===== src/rtl/lsu_byte_sequencer.sv =====
// Purpose : turns one 32-bit CPU load/store into 1, 2 or 4 consecutive byte accesses on the dram.
// Latency : N+1 cycles from REQ acceptance to the DONE pulse (N = 1/2/4 bytes); issue interval N+2.
// Backpressure: none queued; REQ is only sampled in IDLE, requests arriving while busy are dropped.
//
// Ports:
//   CLK, RST_N        clock and asynchronous active-low reset
//   REQ/WE/SIZE/UNSIGNED/ADDR/WDATA   request from execute, latched on acceptance
//   RDATA/BUSY/DONE/ERR               result and handshake back to execute
//   DRAM_ADDR/DRAM_DATA_SEL/DRAM_DATA_WRITE/DRAM_MW   byte-mode drive of the dram
//   DRAM_DATA_IN      combinational read data for DRAM_ADDR
//
// Optional build macro: MISALIGN_TRAP_EN
//   defined   -> misaligned half/word requests skip the dram and complete with ERR
//   undefined -> ERR is tied low and misaligned requests are sequenced bytewise
module lsu_byte_sequencer #(
  parameter int ADDR_W = 10,
  parameter int DATA_W = 32
) (
  input  logic              CLK,
  input  logic              RST_N,
  input  logic              REQ,
  input  logic              WE,
  input  logic [1:0]        SIZE,
  input  logic              UNSIGNED,
  input  logic [ADDR_W-1:0] ADDR,
  input  logic [DATA_W-1:0] WDATA,
  output logic [DATA_W-1:0] RDATA,
  output logic              BUSY,
  output logic              DONE,
  output logic              ERR,
  output logic [ADDR_W-1:0] DRAM_ADDR,
  output logic [1:0]        DRAM_DATA_SEL,
  output logic [7:0]        DRAM_DATA_WRITE,
  output logic              DRAM_MW,
  input  logic [7:0]        DRAM_DATA_IN
);

  typedef enum logic [1:0] {
    ST_IDLE = 2'd0,
    ST_XFER = 2'd1,
    ST_DONE = 2'd2
  } state_t;

  state_t              state_q, state_d;
  logic [1:0]          idx_q, idx_d;

  // Request fields captured at acceptance so the dram side only sees registered values.
  logic                we_q;
  logic [1:0]          size_q;
  logic                uns_q;
  logic [ADDR_W-1:0]   addr_q;
  logic [DATA_W-1:0]   wdata_q;

  logic [DATA_W-1:0]   rbuf_q;     // bytes gathered so far for the current load
  logic [DATA_W-1:0]   rdata_q;    // last completed load result
  logic [DATA_W-1:0]   assembled;  // rbuf_q with the byte arriving this cycle merged in
  logic [DATA_W-1:0]   extended;   // assembled value after sign/zero extension

  logic [1:0]          last_idx;   // index of the final byte for the latched size
  logic                accept;
  logic                trap_req;   // incoming request completes immediately with ERR

  logic                busy_c;
  logic                done_c;
  logic                mw_c;
  logic [ADDR_W-1:0]   dram_addr_c;
  logic [7:0]          dram_wr_c;

  assign accept = (state_q == ST_IDLE) && REQ;

`ifdef MISALIGN_TRAP_EN
  logic err_q;

  always_comb begin
    trap_req = 1'b0;
    case (SIZE)
      2'b00:   trap_req = 1'b0;
      2'b01:   trap_req = ADDR[0];
      default: trap_req = (ADDR[1:0] != 2'b00);
    endcase
  end

  always_ff @(posedge CLK or negedge RST_N) begin
    if (!RST_N) begin
      err_q <= 1'b0;
    end else if (accept) begin
      err_q <= trap_req;
    end
  end

  assign ERR = (state_q == ST_DONE) && err_q;
`else
  assign trap_req = 1'b0;
  assign ERR      = 1'b0;
`endif

  // Byte count minus one; size 11 behaves as a word.
  always_comb begin
    last_idx = 2'd3;
    case (size_q)
      2'b00:   last_idx = 2'd0;
      2'b01:   last_idx = 2'd1;
      default: last_idx = 2'd3;
    endcase
  end

  // ------------------------------------------------------------------
  // Control FSM
  // ------------------------------------------------------------------
  always_ff @(posedge CLK or negedge RST_N) begin
    if (!RST_N) begin
      state_q <= ST_IDLE;
      idx_q   <= 2'd0;
    end else begin
      state_q <= state_d;
      idx_q   <= idx_d;
    end
  end

  always_comb begin
    state_d     = state_q;
    idx_d       = idx_q;
    busy_c      = 1'b0;
    done_c      = 1'b0;
    mw_c        = 1'b0;
    dram_addr_c = '0;
    dram_wr_c   = 8'h00;
    case (state_q)
      ST_IDLE: begin
        if (REQ) begin
          idx_d   = 2'd0;
          state_d = trap_req ? ST_DONE : ST_XFER;
        end
      end
      ST_XFER: begin
        busy_c      = 1'b1;
        mw_c        = we_q;
        // Natural ADDR_W-bit overflow gives the silent wrap at the top of memory.
        dram_addr_c = addr_q + ADDR_W'(idx_q);
        if (we_q) begin
          dram_wr_c = wdata_q[{idx_q, 3'b000} +: 8];
        end
        idx_d = idx_q + 2'd1;
        if (idx_q == last_idx) begin
          state_d = ST_DONE;
        end
      end
      ST_DONE: begin
        done_c  = 1'b1;
        state_d = ST_IDLE;
      end
      default: begin
        state_d = ST_IDLE;
      end
    endcase
  end

  // ------------------------------------------------------------------
  // Load assembly (little-endian) and extension
  // ------------------------------------------------------------------
  always_comb begin
    assembled                         = rbuf_q;
    assembled[{idx_q, 3'b000} +: 8]   = DRAM_DATA_IN;
  end

  // Upper bytes of rbuf_q may be stale from an earlier load; extension
  // overwrites everything above the transferred width, so no clear is needed.
  always_comb begin
    extended = assembled;
    case (size_q)
      2'b00:   extended = {{(DATA_W-8){~uns_q & assembled[7]}}, assembled[7:0]};
      2'b01:   extended = {{(DATA_W-16){~uns_q & assembled[15]}}, assembled[15:0]};
      default: extended = assembled;
    endcase
  end

  // ------------------------------------------------------------------
  // Request latch and load result registers
  // ------------------------------------------------------------------
  always_ff @(posedge CLK or negedge RST_N) begin
    if (!RST_N) begin
      we_q    <= 1'b0;
      size_q  <= 2'b00;
      uns_q   <= 1'b0;
      addr_q  <= '0;
      wdata_q <= '0;
      rbuf_q  <= '0;
      rdata_q <= '0;
    end else begin
      if (accept) begin
        we_q    <= WE;
        size_q  <= SIZE;
        uns_q   <= UNSIGNED;
        addr_q  <= ADDR;
        wdata_q <= WDATA;
      end
      if ((state_q == ST_XFER) && !we_q) begin
        rbuf_q <= assembled;
        if (idx_q == last_idx) begin
          rdata_q <= extended;
        end
      end
    end
  end

  // All dram-facing outputs come from registered state, so reset removes
  // DRAM_MW immediately without waiting for a clock edge.
  assign RDATA           = rdata_q;
  assign BUSY            = busy_c;
  assign DONE            = done_c;
  assign DRAM_ADDR       = dram_addr_c;
  assign DRAM_DATA_SEL   = 2'b10;
  assign DRAM_DATA_WRITE = dram_wr_c;
  assign DRAM_MW         = mw_c;

endmodule

===== config.mk =====
export PLATFORM = sky130hd
export DESIGN_NAME = lsu_byte_sequencer
export DESIGN_NICKNAME = d
export VERILOG_FILES = /design/src/rtl/lsu_byte_sequencer.sv
export SDC_FILE = /design/constraint.sdc
export NUM_CORES = 1
export LEC_CHECK = 0
export CAP_MARGIN = 10
export CORE_MARGIN = 10
export CORE_UTILIZATION = 40
export CTS_CLUSTER_SIZE = 14
export DETAILED_ROUTE_END_ITERATION = 8
export DONT_BUFFER_PORTS = 1
export GPL_TIMING_DRIVEN = 0
export HOLD_SLACK_MARGIN = 0.03
export PLACE_DENSITY = 0.59
export SETUP_SLACK_MARGIN = 0.02
export SLEW_MARGIN = 20
export SYNTH_ARGS = -nofsm -noshare
export SYNTH_HDL_FRONTEND = slang
export SYNTH_SLANG_ARGS = --single-unit

===== constraint.sdc =====
create_clock -name CLK -period 7.4 [get_ports CLK]
set_clock_uncertainty 0.2 [all_clocks]
set_input_delay 1.48 -clock CLK [delete_from_list [all_inputs] [get_ports CLK]]
set_output_delay 1.48 -clock CLK [all_outputs]
set_load 0.01 [all_outputs]

==> key figures, run 1 <==
Synthesis
  • Syn Std Cell Area: approximately 5300 um2
  • Average cell area after synthesis: 12.1 um2
  • Sequential area share after synthesis: between 50% and 60%
  • Number of enable-type register cells in the synthesized netlist: 0
  • Flip-flop cell with the highest count after synthesis: sky130_fd_sc_hd__dfrtp_1
  • Share of flip-flops with an asynchronous set or reset after synthesis: between 90% and 100%
  • Count of yosys warnings during synthesis: 0
  • Number of register bits inferred by synthesis: 114
  • Netlist cell types: 48
  • Cells after synthesis: between 400 and 500

Critical path
  • Class of the most critical setup path: reg -> out
  • Required time of the critical path: ~5.7 ns
  • Arrival time reported for the critical path endpoint: approximately 2.3 ns
  • Crit. Startpoint: idx_q[0]
  • Reg-to-reg critical path startpoint: idx_q[0]
  • Crit Path Max Fanout: 9
  • Minimum setup slack among reg-to-reg paths: 4.38 ns
  • Startpoint kind of the worst setup timing path: flop
  • Endpoint class of the critical path: output pin
  • Number of cells on the worst reg-to-reg path: 9

STA
  • RSZ-0062 raised after global routing: false
  • Pins Over Slew Limit: 0
  • Shortest period the worst path allows: between 3 and 4 ns
  • Final setup violation count: 0
  • Setup TNS: 0 ns
  • Pin slew with the least headroom to its limit: about 0.71 ns
  • Hold Violations, Final: 0
  • Fmax achieved: 254 MHz
  • Worst slew margin: between 50% and 60%
  • Part of the cycle the worst path needs: a little over half

Clock network
  • Num Clock Sinks: around 110
  • Clock slew at reported path FFs: about 0.05 ns
  • Clock tree root driver cell: sky130_fd_sc_hd__clkbuf_16
  • Inserted Clock Buffers: 17
  • Number of cells upsized or downsized after cts: 0
  • Maximum level of the CTS H-tree: 4
  • Skew-Pair Late Insertion Delay: between 0.4 and 0.5 ns
  • Clock tree from TritonCTS: built
  • Post-CTS setup repair buffer count: 0
  • Count of hold buffers inserted by post-cts repair: 0
  • CTS max path bufs: 2

Min path
  • Worst min path class: reg -> reg
  • Min-delay src: rbuf_q[6]
  • Cell depth of the worst min-delay path: 1

Routing
  • Vias: roughly 3.7k
  • DRT Pass-1 Iters: 4
  • DRT antenna net count: 0
  • Uppermost layer routed: met5
  • Met3 routed wirelength: 1610 um
  • Routed wire length: roughly 14000 um
  • Routed metal-1 wirelength: ~5800 um
  • Iteration-0 DRC Markers: around 270
  • Remaining DRCs: 0
  • Detail Route met2 WL: 6490 um
  • Drt via density: 5.66
  • Wire per inst: roughly 22 um

Power and ir drop
  • Overall power after layout: around 3.1 mW
  • Leakage component of the power: 2.62 nW
  • PwrDens: approximately 500 nW/um2
  • Maximum ir drop on the vdd rail: between 0.2 and 0.25 mV

Finish
  • Count of fill cells added during filler insertion: around 1.3k
  • Share of cells above drive strength 1: a little under a quarter
  • Final standard cell utilization of the core: between 40 and 50%
  • Final Instance Count excl. Fillers: 650
  • Area growth, synth to finish: 14.3%
  • Nets: 524

Floorplan
  • DIE AREA: ~18000 um2
  • Die Height: 135 um
  • Cell Rows: between 40 and 50
  • Top-Level Pins: roughly 110
  • Floorplan core area: around 13000 um2
  • Starting Density: 40.6%
  • X dimension of the die: ~140 um

Global route
  • First-pass GRT wire length: 22200 um
  • Aggregate global-route resource usage: 15.8%
  • Via count of the first global-routing pass: 3863
  • Maximum number of pins on one net before global-route repair: about 120
  • Gr ovfl total: 0
  • Initial antenna violation count: 3

Job
  • Max-Cap Viols: 0

Place
  • Cells after DPL: a little over 600
  • Weighted congestion at the end of routability-driven global placement: 0.755
  • Number of I/O port buffers: 0
  • Detailed placer's ending HPWL: just under 10000 um

Status
  • Outcome: finished, final reports clean
-- cell usage after synthesis (8+ instances only) --
cell,instances,area (um2)
sky130_fd_sc_hd__clkbuf_1,8,30.0
sky130_fd_sc_hd__a21oi_1,35,175
sky130_fd_sc_hd__a22oi_1,8,60.1
sky130_fd_sc_hd__a2bb2oi_1,16,140
sky130_fd_sc_hd__dfrtp_1,114,2850
sky130_fd_sc_hd__mux4_2,8,180
sky130_fd_sc_hd__nor2_1,28,105
sky130_fd_sc_hd__and3_1,18,113
sky130_fd_sc_hd__o22a_1,8,70.1
sky130_fd_sc_hd__inv_1,8,30.0
sky130_fd_sc_hd__o21ai_0,13,65.1
sky130_fd_sc_hd__a22o_1,23,201
sky130_fd_sc_hd__buf_2,17,85.1
sky130_fd_sc_hd__mux2_2,44,495
sky130_fd_sc_hd__nor2b_1,20,125
-- flip-flops by register name (all words and copies together) (netlist names), 2 cells and up --
register  flops
state_q       2
rbuf_q       32
idx_q         2
size_q        2
addr_q       10
RDATA        32
wdata_q      32
-- where the power goes --
group / internal, mW / switching [mW] / total, mW
Combinational: 0.546 / 0.628 / 1.17
Sequential: 0.934 / 0.258 / 1.19
Clock: 0.475 / 0.271 / 0.745
-- layout by cell type, fill, tap and decap left out, types with 13 or more instances in the layout --
master	netlist	routed
sky130_fd_sc_hd__dfrtp_1	114	114
sky130_fd_sc_hd__mux2_2	44	44
sky130_fd_sc_hd__a21oi_1	35	35
sky130_fd_sc_hd__nor2_1	28	28
sky130_fd_sc_hd__a22o_1	23	23
sky130_fd_sc_hd__nor2b_1	20	20
sky130_fd_sc_hd__and3_1	18	18
sky130_fd_sc_hd__buf_2	17	17
sky130_fd_sc_hd__clkbuf_16	0	17
sky130_fd_sc_hd__a2bb2oi_1	16	16
sky130_fd_sc_hd__clkbuf_1	8	15
sky130_fd_sc_hd__o21ai_0	13	13
-- worst paths after layout --
check                          endpoint
max                        DRAM_ADDR[8]
min                           rbuf_q[6]
max reg2reg                   RDATA[22]
min reg2reg                   rbuf_q[6]
max in group asynchronous    wdata_q[6]
min in group asynchronous     RDATA[27]
-- final cells by class --
cell class | count | area (um2) | share of cell area, %
sequential | 114 | 2850 | 46.8
multi-input combinational | 286 | 2290 | 37.5
clock buffer | 26 | 479 | 7.87
tap | 176 | 220 | 3.62
buffer | 32 | 163 | 2.67
clock inverter | 6 | 55.1 | 0.904
inverter | 8 | 30.0 | 0.493
antenna | 2 | 5.00 | 0.0822
-- critical path, cell delays in order, from the launching register on --
cell and delay, ns:
sky130_fd_sc_hd__dfrtp_1 0.55, sky130_fd_sc_hd__ha_1 0.25, sky130_fd_sc_hd__fa_1 0.24, sky130_fd_sc_hd__nand4_1 0.17, sky130_fd_sc_hd__or3_1 0.34, sky130_fd_sc_hd__a21oi_1 0.29
-- kinds of logic after synthesis --
| group | after synthesis | share of synthesized area (%) |
|---|---|---|
| buffers and inverters | 40 | 3.62 |
| DFF | 114 | 53.5 |
| AOI/OAI and AO/OA | 120 | 16.6 |
| xor gates and xnor gates | 7 | 1.15 |
| adders and majority gates | 8 | 2.02 |
| other | 2 | 0.141 |
| and+or+nand+nor | 96 | 10.2 |
| muxes | 52 | 12.7 |
-- stage by stage --
| step | hold slack [ns] | area, um2 | setup WS (ns) |
|---|---|---|---|
| floorplan | 0.258 | 5330 | 4.16 |
| global placement | 0.275 | 5550 | 3.90 |
| detailed placement | 0.275 | 5550 | 3.88 |
| CTS | 0.294 | 6090 | 3.42 |
| global route | 0.302 | 6090 | 3.33 |
| finish | 0.291 | 6090 | 3.46 |
-- per-layer routing --
layer	global-route usage, %	vias to the layer above
li1	-	1658
met4	4.49	2
met3	8.49	15
met2	23.9	143
met5	0	-
met1	19.0	1863
(Power assumes the default switching activity.)
==> run 2: changes to the inputs <==
--- a/config.mk
+++ b/config.mk
@@ -13,7 +13,7 @@
 export DONT_BUFFER_PORTS = 1
 export GPL_TIMING_DRIVEN = 0
 export HOLD_SLACK_MARGIN = 0.03
-export PLACE_DENSITY = 0.59
+export PLACE_DENSITY = 0.61
 export SETUP_SLACK_MARGIN = 0.02
 export SLEW_MARGIN = 20
 export SYNTH_ARGS = -nofsm -noshare
==> constraint.sdc (replaced) <==
create_clock -name CLK -period 3.2 [get_ports CLK]
set_clock_uncertainty 0.2 [all_clocks]
set_input_delay 0.64 -clock CLK [delete_from_list [all_inputs] [get_ports CLK]]
set_output_delay 0.64 -clock CLK [all_outputs]
set_load 0.01 [all_outputs]
==> run 2 against run 1 <==
Net effect: the run now ends with hold timing left; global-route usage decreased by 0.28 points; sequential power rose by 130%; utilization is 0.73 points higher; routed wire length down 0.80%; cell count shrank 0.31%; register-to-register slack worse by 4.1 ns; setup slack got worse by 3.2 ns; clock-buffer cell count shrank 5; non-clock buffer count unchanged; cell area is 1.6% higher; largest cell class unchanged; largest power group unchanged.
==> key figures, run 2 (synthesis gave the netlist of run 1 again) <==
Routing
  • Wire per inst: 21.5 um (-0.49%)
  • Remaining DRCs: 0 (unchanged)
  • Vias: 3628 (-1.4%)
  • DRT Pass-1 Iters: 4 (unchanged)
  • Routed wire length: 13900 um (-0.80%)
  • Iteration-0 DRC Markers: 266 (-0.75%)
  • DRT antenna net count: 0 (unchanged)
  • Drt via density: 5.60 (-1.1%)

STA
  • Worst hold margin: -0.272 ns (-0.563 ns)
  • Part of the cycle the worst path needs: 92.9%
  • Shortest period the worst path allows: 2.97 ns
  • Final setup violation count: 0 (unchanged)
  • Fmax achieved: 336 MHz
  • Pin slew with the least headroom to its limit: 0.712 ns (+0.00353 ns)
  • Pins Over Slew Limit: 0 (unchanged)
  • RSZ-0062 raised after global routing: false
  • Hold Violations, Final: 114 (+114)
  • Setup TNS: 0 ns (unchanged)
  • Worst slew margin: 52.4% (-0.24 points)

Critical path
  • Crit path cell chain: ha_1 -> fa_1 -> nand4_1 -> or3_1 -> a21oi_1
  • Startpoint kind of the worst setup timing path: flop
  • Crit Path Max Fanout: 9 (unchanged)
  • Required time of the critical path: 2.36 ns (-3.36 ns)
  • Class of the most critical setup path: reg -> out
  • Biggest cell delay along the critical path: 0.46 ns (-0.09 ns)
  • Arrival time reported for the critical path endpoint: 2.13 ns (-0.13 ns)
  • Crit path max-delay family: simple AND/OR/NAND/NOR gates
  • Endpoint class of the critical path: output pin
  • Library cell contributing the largest single delay on the critical path: sky130_fd_sc_hd__dfrtp_2
  • CP bufs+invs: 0 (unchanged)

Status
  • Failing checks: hold timing
  • Outcome: finished with violations

Finish
  • Nets: 524 (unchanged)
  • Most used cells in the layout excluding fill and tap cells: sky130_fd_sc_hd__dfrtp_1, sky130_fd_sc_hd__mux2_2, sky130_fd_sc_hd__a21oi_1, sky130_fd_sc_hd__nor2_1, sky130_fd_sc_hd__a22o_1
  • Most common cell after layout, fill and taps aside: sky130_fd_sc_hd__dfrtp_1
  • Final standard cell utilization of the core: 47.1% (+0.73 points)
  • Area growth, synth to finish: 16.1%
  • Share of cells above drive strength 1: 24.8% (+1.7 points)
  • Count of fill cells added during filler insertion: 1185 (-5.6%)
  • Number of antenna cells inserted: 0 (-2)

Min path
  • Worst min path class: in -> async

Floorplan
  • Starting Density: 40.6% (unchanged)
  • Floorplan core area: 13100 um2 (unchanged)
  • DIE AREA: 18300 um2 (unchanged)
  • Cell Rows: 42 (unchanged)
  • Die Height: 135 um (unchanged)
  • Top-Level Pins: 113 (unchanged)
  • X dimension of the die: 135 um (unchanged)

Global route
  • Via count of the first global-routing pass: 3907 (+1.1%)
  • Aggregate global-route resource usage: 15.5% (-0.28 points)
  • Initial antenna violation count: 1 (-2)
  • Gr ovfl total: 0 (unchanged)
  • First-pass GRT wire length: 21700 um (-1.9%)
  • Maximum number of pins on one net before global-route repair: 115 (unchanged)

Clock network
  • Skew-Pair Late Insertion Delay: 0.41 ns (about the same)
  • Num Clock Sinks: 114 (unchanged)
  • Maximum level of the CTS H-tree: 4 (unchanged)
  • Inserted Clock Buffers: 17 (unchanged)
  • Post-CTS setup repair buffer count: 0 (unchanged)
  • Clock tree from TritonCTS: built
  • Clock tree root driver cell: sky130_fd_sc_hd__clkbuf_16
  • CTS max path bufs: 2 (unchanged)
  • Clock slew at reported path FFs: 0.05 ns (about the same)

Power and ir drop
  • Leakage component of the power: 2.67 nW (+1.8%)
  • Part of the power in combinational logic: 36.5% (-1.2 points)
  • Part of the total power dissipated in the clock network: 26.6% (+2.6 points)
  • P_int: 4.78 mW (+140%)
  • Maximum ir drop on the vdd rail: 0.590 mV (+160%)
  • PwrDens: 1210 nW/um2 (+140%)
  • Part of the power in registers: 36.9% (-1.4 points)
  • Switch Pwr: 2.69 mW (+130%)
  • Switching part of the total power: 36.0% (-1.2 points)

Place
  • Number of I/O port buffers: 0 (unchanged)
  • Weighted congestion at the end of routability-driven global placement: 0.787 (+4.2%)
  • Detailed placer's ending HPWL: 9840 um (-0.11%)

Job
  • Max-Cap Viols: 0 (unchanged)
[run 2: cell types whose count changed in the layout (fill, tap and decap cells not counted)]
cell                         previous run  this run
sky130_fd_sc_hd__nor4b_1                1         0
sky130_fd_sc_hd__clkinv_2               5         6
sky130_fd_sc_hd__clkinvlp_4             0         1
sky130_fd_sc_hd__clkbuf_1              15         9
sky130_fd_sc_hd__bufinv_16              1         4
sky130_fd_sc_hd__diode_2                2         0
sky130_fd_sc_hd__dfrtp_1              114       113
sky130_fd_sc_hd__nor4b_2                1         2
sky130_fd_sc_hd__dfrtp_2                0         1
sky130_fd_sc_hd__clkbuf_8               2         3
[run 2: metrics by stage]
stage | setup WS [ns] | instance area, um2 | total power [mW] | instances
finish | 0.227 | 6190 | 7.47 | 648
global route | 0.0880 | 6190 | 7.96 | 648
CTS | 0.0926 | 6180 | 7.56 | 648
detailed placement | 0.196 | 5550 | 5.52 | 616
global placement | 0.239 | 5550 | 5.41 | 616
floorplan | 0.643 | 5330 | 4.80 | 440
[run 2: power groups by stage]
stage	sequential, mW	combinational, mW	clock, mW
after floorplan	2.60	2.20	0
after global placement	2.75	2.66	0
after detailed placement	2.78	2.74	0
after CTS	2.77	2.75	2.03
after global routing	2.86	3.01	2.09
final	2.75	2.72	1.99
[run 2: worst reg2reg max path, stage by stage (launching register included)]
cell,delay (ns)
sky130_fd_sc_hd__dfrtp_1,0.50
sky130_fd_sc_hd__buf_2,0.37
sky130_fd_sc_hd__inv_1,0.16
sky130_fd_sc_hd__ha_1,0.37
sky130_fd_sc_hd__and2_1,0.14
sky130_fd_sc_hd__clkbuf_2,0.20
sky130_fd_sc_hd__a311oi_1,0.12
sky130_fd_sc_hd__o311a_2,0.45
sky130_fd_sc_hd__buf_6,0.18
sky130_fd_sc_hd__a2bb2oi_1,0.17
[run 2: area by class of cell]
type                       count  area (um2)  area share (%)
buffer                        32         163            2.63
clock buffer                  21         470            7.60
clock inverter                11         158            2.55
inverter                       8        30.0           0.485
multi-input combinational    286        2290            37.0
sequential                   114        2850            46.1
tap                          176         220            3.56
[run 2: final timing paths]
kind	from	to	slack [ns]	depth (start not counted)
setup / recovery	idx_q[0]	DRAM_ADDR[8]	0.23	5
max in group asynchronous	RST_N	wdata_q[29]	2.95	0
hold reg to reg	rbuf_q[6]	rbuf_q[6]	0.30	1
min in group CLK	SIZE[0]	size_q[0]	0.15	2
hold / removal	RST_N	RDATA[24]	-0.27	0
setup reg to reg	idx_q[1]	RDATA[26]	0.27	9
[run 2: per-layer routing]
layer  routed length, um  vias to the layer above  share of wire [%]  global-route usage (%)
met4                 131                        2               0.94                    5.14
met1                5440                     1801                 39                    17.6
met3                1780                       12                 13                    8.57
met2                6560                      148                 47                    24.2
li1                    -                     1665                  -                       -
met5                   7                        -              0.050                       0
[run 2: repair_timing]
action	in CTS	in global routing
hold endpoints to repair	114	114
setup endpoints to repair	0	8
gates resized for setup	0	2
==> run 3: changes to the inputs <==
--- a/config.mk
+++ b/config.mk
@@ -13,7 +13,7 @@
 export DONT_BUFFER_PORTS = 1
 export GPL_TIMING_DRIVEN = 0
 export HOLD_SLACK_MARGIN = 0.03
-export PLACE_DENSITY = 0.61
+export PLACE_DENSITY = 0.59
 export SETUP_SLACK_MARGIN = 0.02
 export SLEW_MARGIN = 20
 export SYNTH_ARGS = -nofsm -noshare
==> constraint.sdc (replaced) <==
create_clock -name CLK -period 3.21 [get_ports CLK]
set_clock_uncertainty 0.2 [all_clocks]
set_input_delay 0.642 -clock CLK [delete_from_list [all_inputs] [get_ports CLK]]
set_output_delay 0.642 -clock CLK [all_outputs]
set_load 0.01 [all_outputs]
==> run 3 against run 2 <==
Net effect: the run still ends with hold timing left; critical path depth did not move; register-to-register slack better by 0.03 ns; hold slack worse by 0.012 ns; combinational power about the same; global-route usage up 0.28 points; clock-buffer cell count grew 5; cell count is 0.31% higher; total power decreased by 3.9%.
==> key figures, run 3 (synthesis gave the netlist of run 1 again) <==
Job
  • Max-Cap Viols: 0 (unchanged)

Finish
  • Final standard cell utilization of the core: 46.4% (-0.70 points)
  • Nets: 524 (unchanged)
  • Most common cell after layout, fill and taps aside: sky130_fd_sc_hd__dfrtp_1
  • Most used cells in the layout excluding fill and tap cells: sky130_fd_sc_hd__dfrtp_1, sky130_fd_sc_hd__mux2_2, sky130_fd_sc_hd__a21oi_1, sky130_fd_sc_hd__nor2_1, sky130_fd_sc_hd__a22o_1
  • Area growth, synth to finish: 14.4%
  • Share of cells above drive strength 1: 23.3% (-1.5 points)

Critical path
  • Minimum setup slack among reg-to-reg paths: 0.30 ns (+0.03 ns)
  • Arrival time reported for the critical path endpoint: 2.15 ns (+0.02 ns)
  • Required time of the critical path: 2.37 ns (about the same)
  • Reg-to-reg critical path startpoint: idx_q[1]
  • Class of the most critical setup path: reg -> out
  • Number of cells on the worst reg-to-reg path: 9 (unchanged)
  • Crit Path Max Fanout: 7 (-2)
  • Startpoint kind of the worst setup timing path: flop
  • Endpoint class of the critical path: output pin
  • RR Endpoint: RDATA[22]

Clock network
  • Skew-Pair Late Insertion Delay: 0.42 ns (about the same)
  • Clock slew at reported path FFs: 0.05 ns (about the same)
  • Inserted Clock Buffers: 17 (unchanged)
  • Post-CTS setup repair buffer count: 0 (unchanged)
  • Maximum level of the CTS H-tree: 4 (unchanged)
  • CTS max path bufs: 2 (unchanged)
  • Clock tree from TritonCTS: built
  • Clock tree root driver cell: sky130_fd_sc_hd__clkbuf_16
  • Num Clock Sinks: 114 (unchanged)

STA
  • Pins Over Slew Limit: 0 (unchanged)
  • RSZ-0062 raised after global routing: false
  • Final setup violation count: 0 (unchanged)
  • Pin slew with the least headroom to its limit: 0.708 ns (-0.00360 ns)
  • Worst slew margin: 52.7% (+0.24 points)
  • Fmax achieved: 334 MHz
  • Part of the cycle the worst path needs: between 90% and 100%
  • Worst hold margin: -0.285 ns (-0.0124 ns)
  • Shortest period the worst path allows: around 3.0 ns
  • Hold Violations, Final: 114 (unchanged)
  • Setup TNS: 0 ns (unchanged)

Floorplan
  • Top-Level Pins: 113 (unchanged)
  • Starting Density: 40.6% (unchanged)
  • Die Height: 135 um (unchanged)
  • DIE AREA: 18300 um2 (unchanged)
  • X dimension of the die: 135 um (unchanged)
  • Floorplan core area: 13100 um2 (unchanged)
  • Cell Rows: 42 (unchanged)

Routing
  • Iteration-0 DRC Markers: 267 (+0.38%)
  • Wire per inst: 21.6 um (+0.54%)
  • DRT antenna net count: 0 (unchanged)
  • DRT Pass-1 Iters: 4 (unchanged)
  • Routed wire length: 14000 um (+0.85%)
  • Remaining DRCs: 0 (unchanged)
  • Vias: 3682 (+1.5%)
  • Drt via density: 5.66 (+1.2%)

Global route
  • Via count of the first global-routing pass: 3863 (-1.1%)
  • Initial antenna violation count: 3 (+2)
  • Maximum number of pins on one net before global-route repair: 115 (unchanged)
  • Gr ovfl total: 0 (unchanged)
  • First-pass GRT wire length: 22200 um (+1.9%)
  • Aggregate global-route resource usage: 15.8% (+0.28 points)

Power and ir drop
  • Maximum ir drop on the vdd rail: 0.516 mV (-12%)
  • Overall power after layout: 7.18 mW (-3.9%)
  • PwrDens: 1180 nW/um2 (-2.4%)
  • Leakage component of the power: 2.62 nW (-1.8%)

Place
  • Number of I/O port buffers: 0 (unchanged)
  • Weighted congestion at the end of routability-driven global placement: 0.755 (-4.0%)
  • Detailed placer's ending HPWL: 9850 um (+0.11%)

Status
  • Outcome: finished with violations
  • Failing checks: hold timing

Min path
  • Worst min path class: in -> async
[run 3: layout make-up]
class	count	area, um2
Clock inverter	6	55.1
Clock buffer	26	479
Buffer	32	165
Fill cell	1254	7040
Tap cell	176	220
Sequential cell	114	2850
Inverter	8	30.0
Multi-Input combinational cell	286	2290
Antenna cell	2	5.00
[run 3: routing by layer]
layer,up-vias,global-route usage [%],part of all wire [%]
met5,-,0,0.093
met4,2,4.49,0.76
met3,15,8.49,12
met2,146,23.9,46
met1,1861,19.0,41
li1,1658,-,-
[run 3: where the power goes]
| group | internal [mW] | switching [mW] | leakage (nW) | total [mW] |
|---|---|---|---|---|
| registers | 2.15 | 0.595 | 1.37 | 2.75 |
| clock network | 1.09 | 0.623 | 0.266 | 1.72 |
| logic | 1.26 | 1.45 | 0.980 | 2.71 |
[run 3: metrics by stage]
stage | area (um2) | worst slack, ns | std cells | hold slack [ns]
after floorplan | 5330 | 0.653 | 440 | 0.146
after global placement | 5550 | 0.235 | 616 | 0.151
after detailed placement | 5550 | 0.171 | 616 | 0.150
after CTS | 6090 | 0.0723 | 648 | -0.293
after global routing | 6090 | 0.0383 | 649 | -0.305
final | 6090 | 0.216 | 650 | -0.285
[run 3: worst max-delay path by stage]
stage,cells past startpoint,to,from
floorplan,9,RDATA[24],idx_q[0]
global placement,9,RDATA[21],idx_q[0]
detailed placement,9,RDATA[22],idx_q[0]
CTS,5,DRAM_ADDR[8],idx_q[0]
global route,5,DRAM_ADDR[9],idx_q[1]
finish,5,DRAM_ADDR[9],idx_q[1]
[run 3: what timing repair did]
action                     4_1_cts  5_1_grt
hold endpoints to repair       114      114
gates resized for setup          0        2
setup endpoints to repair        0       11
[run 3: critical path, stage by stage (launching register included)]
cell and delay (ns):
sky130_fd_sc_hd__dfrtp_1 0.48, sky130_fd_sc_hd__ha_1 0.33, sky130_fd_sc_hd__a21oi_1 0.12, sky130_fd_sc_hd__nor4b_1 0.47, sky130_fd_sc_hd__xnor2_1 0.12, sky130_fd_sc_hd__nor2_1 0.22
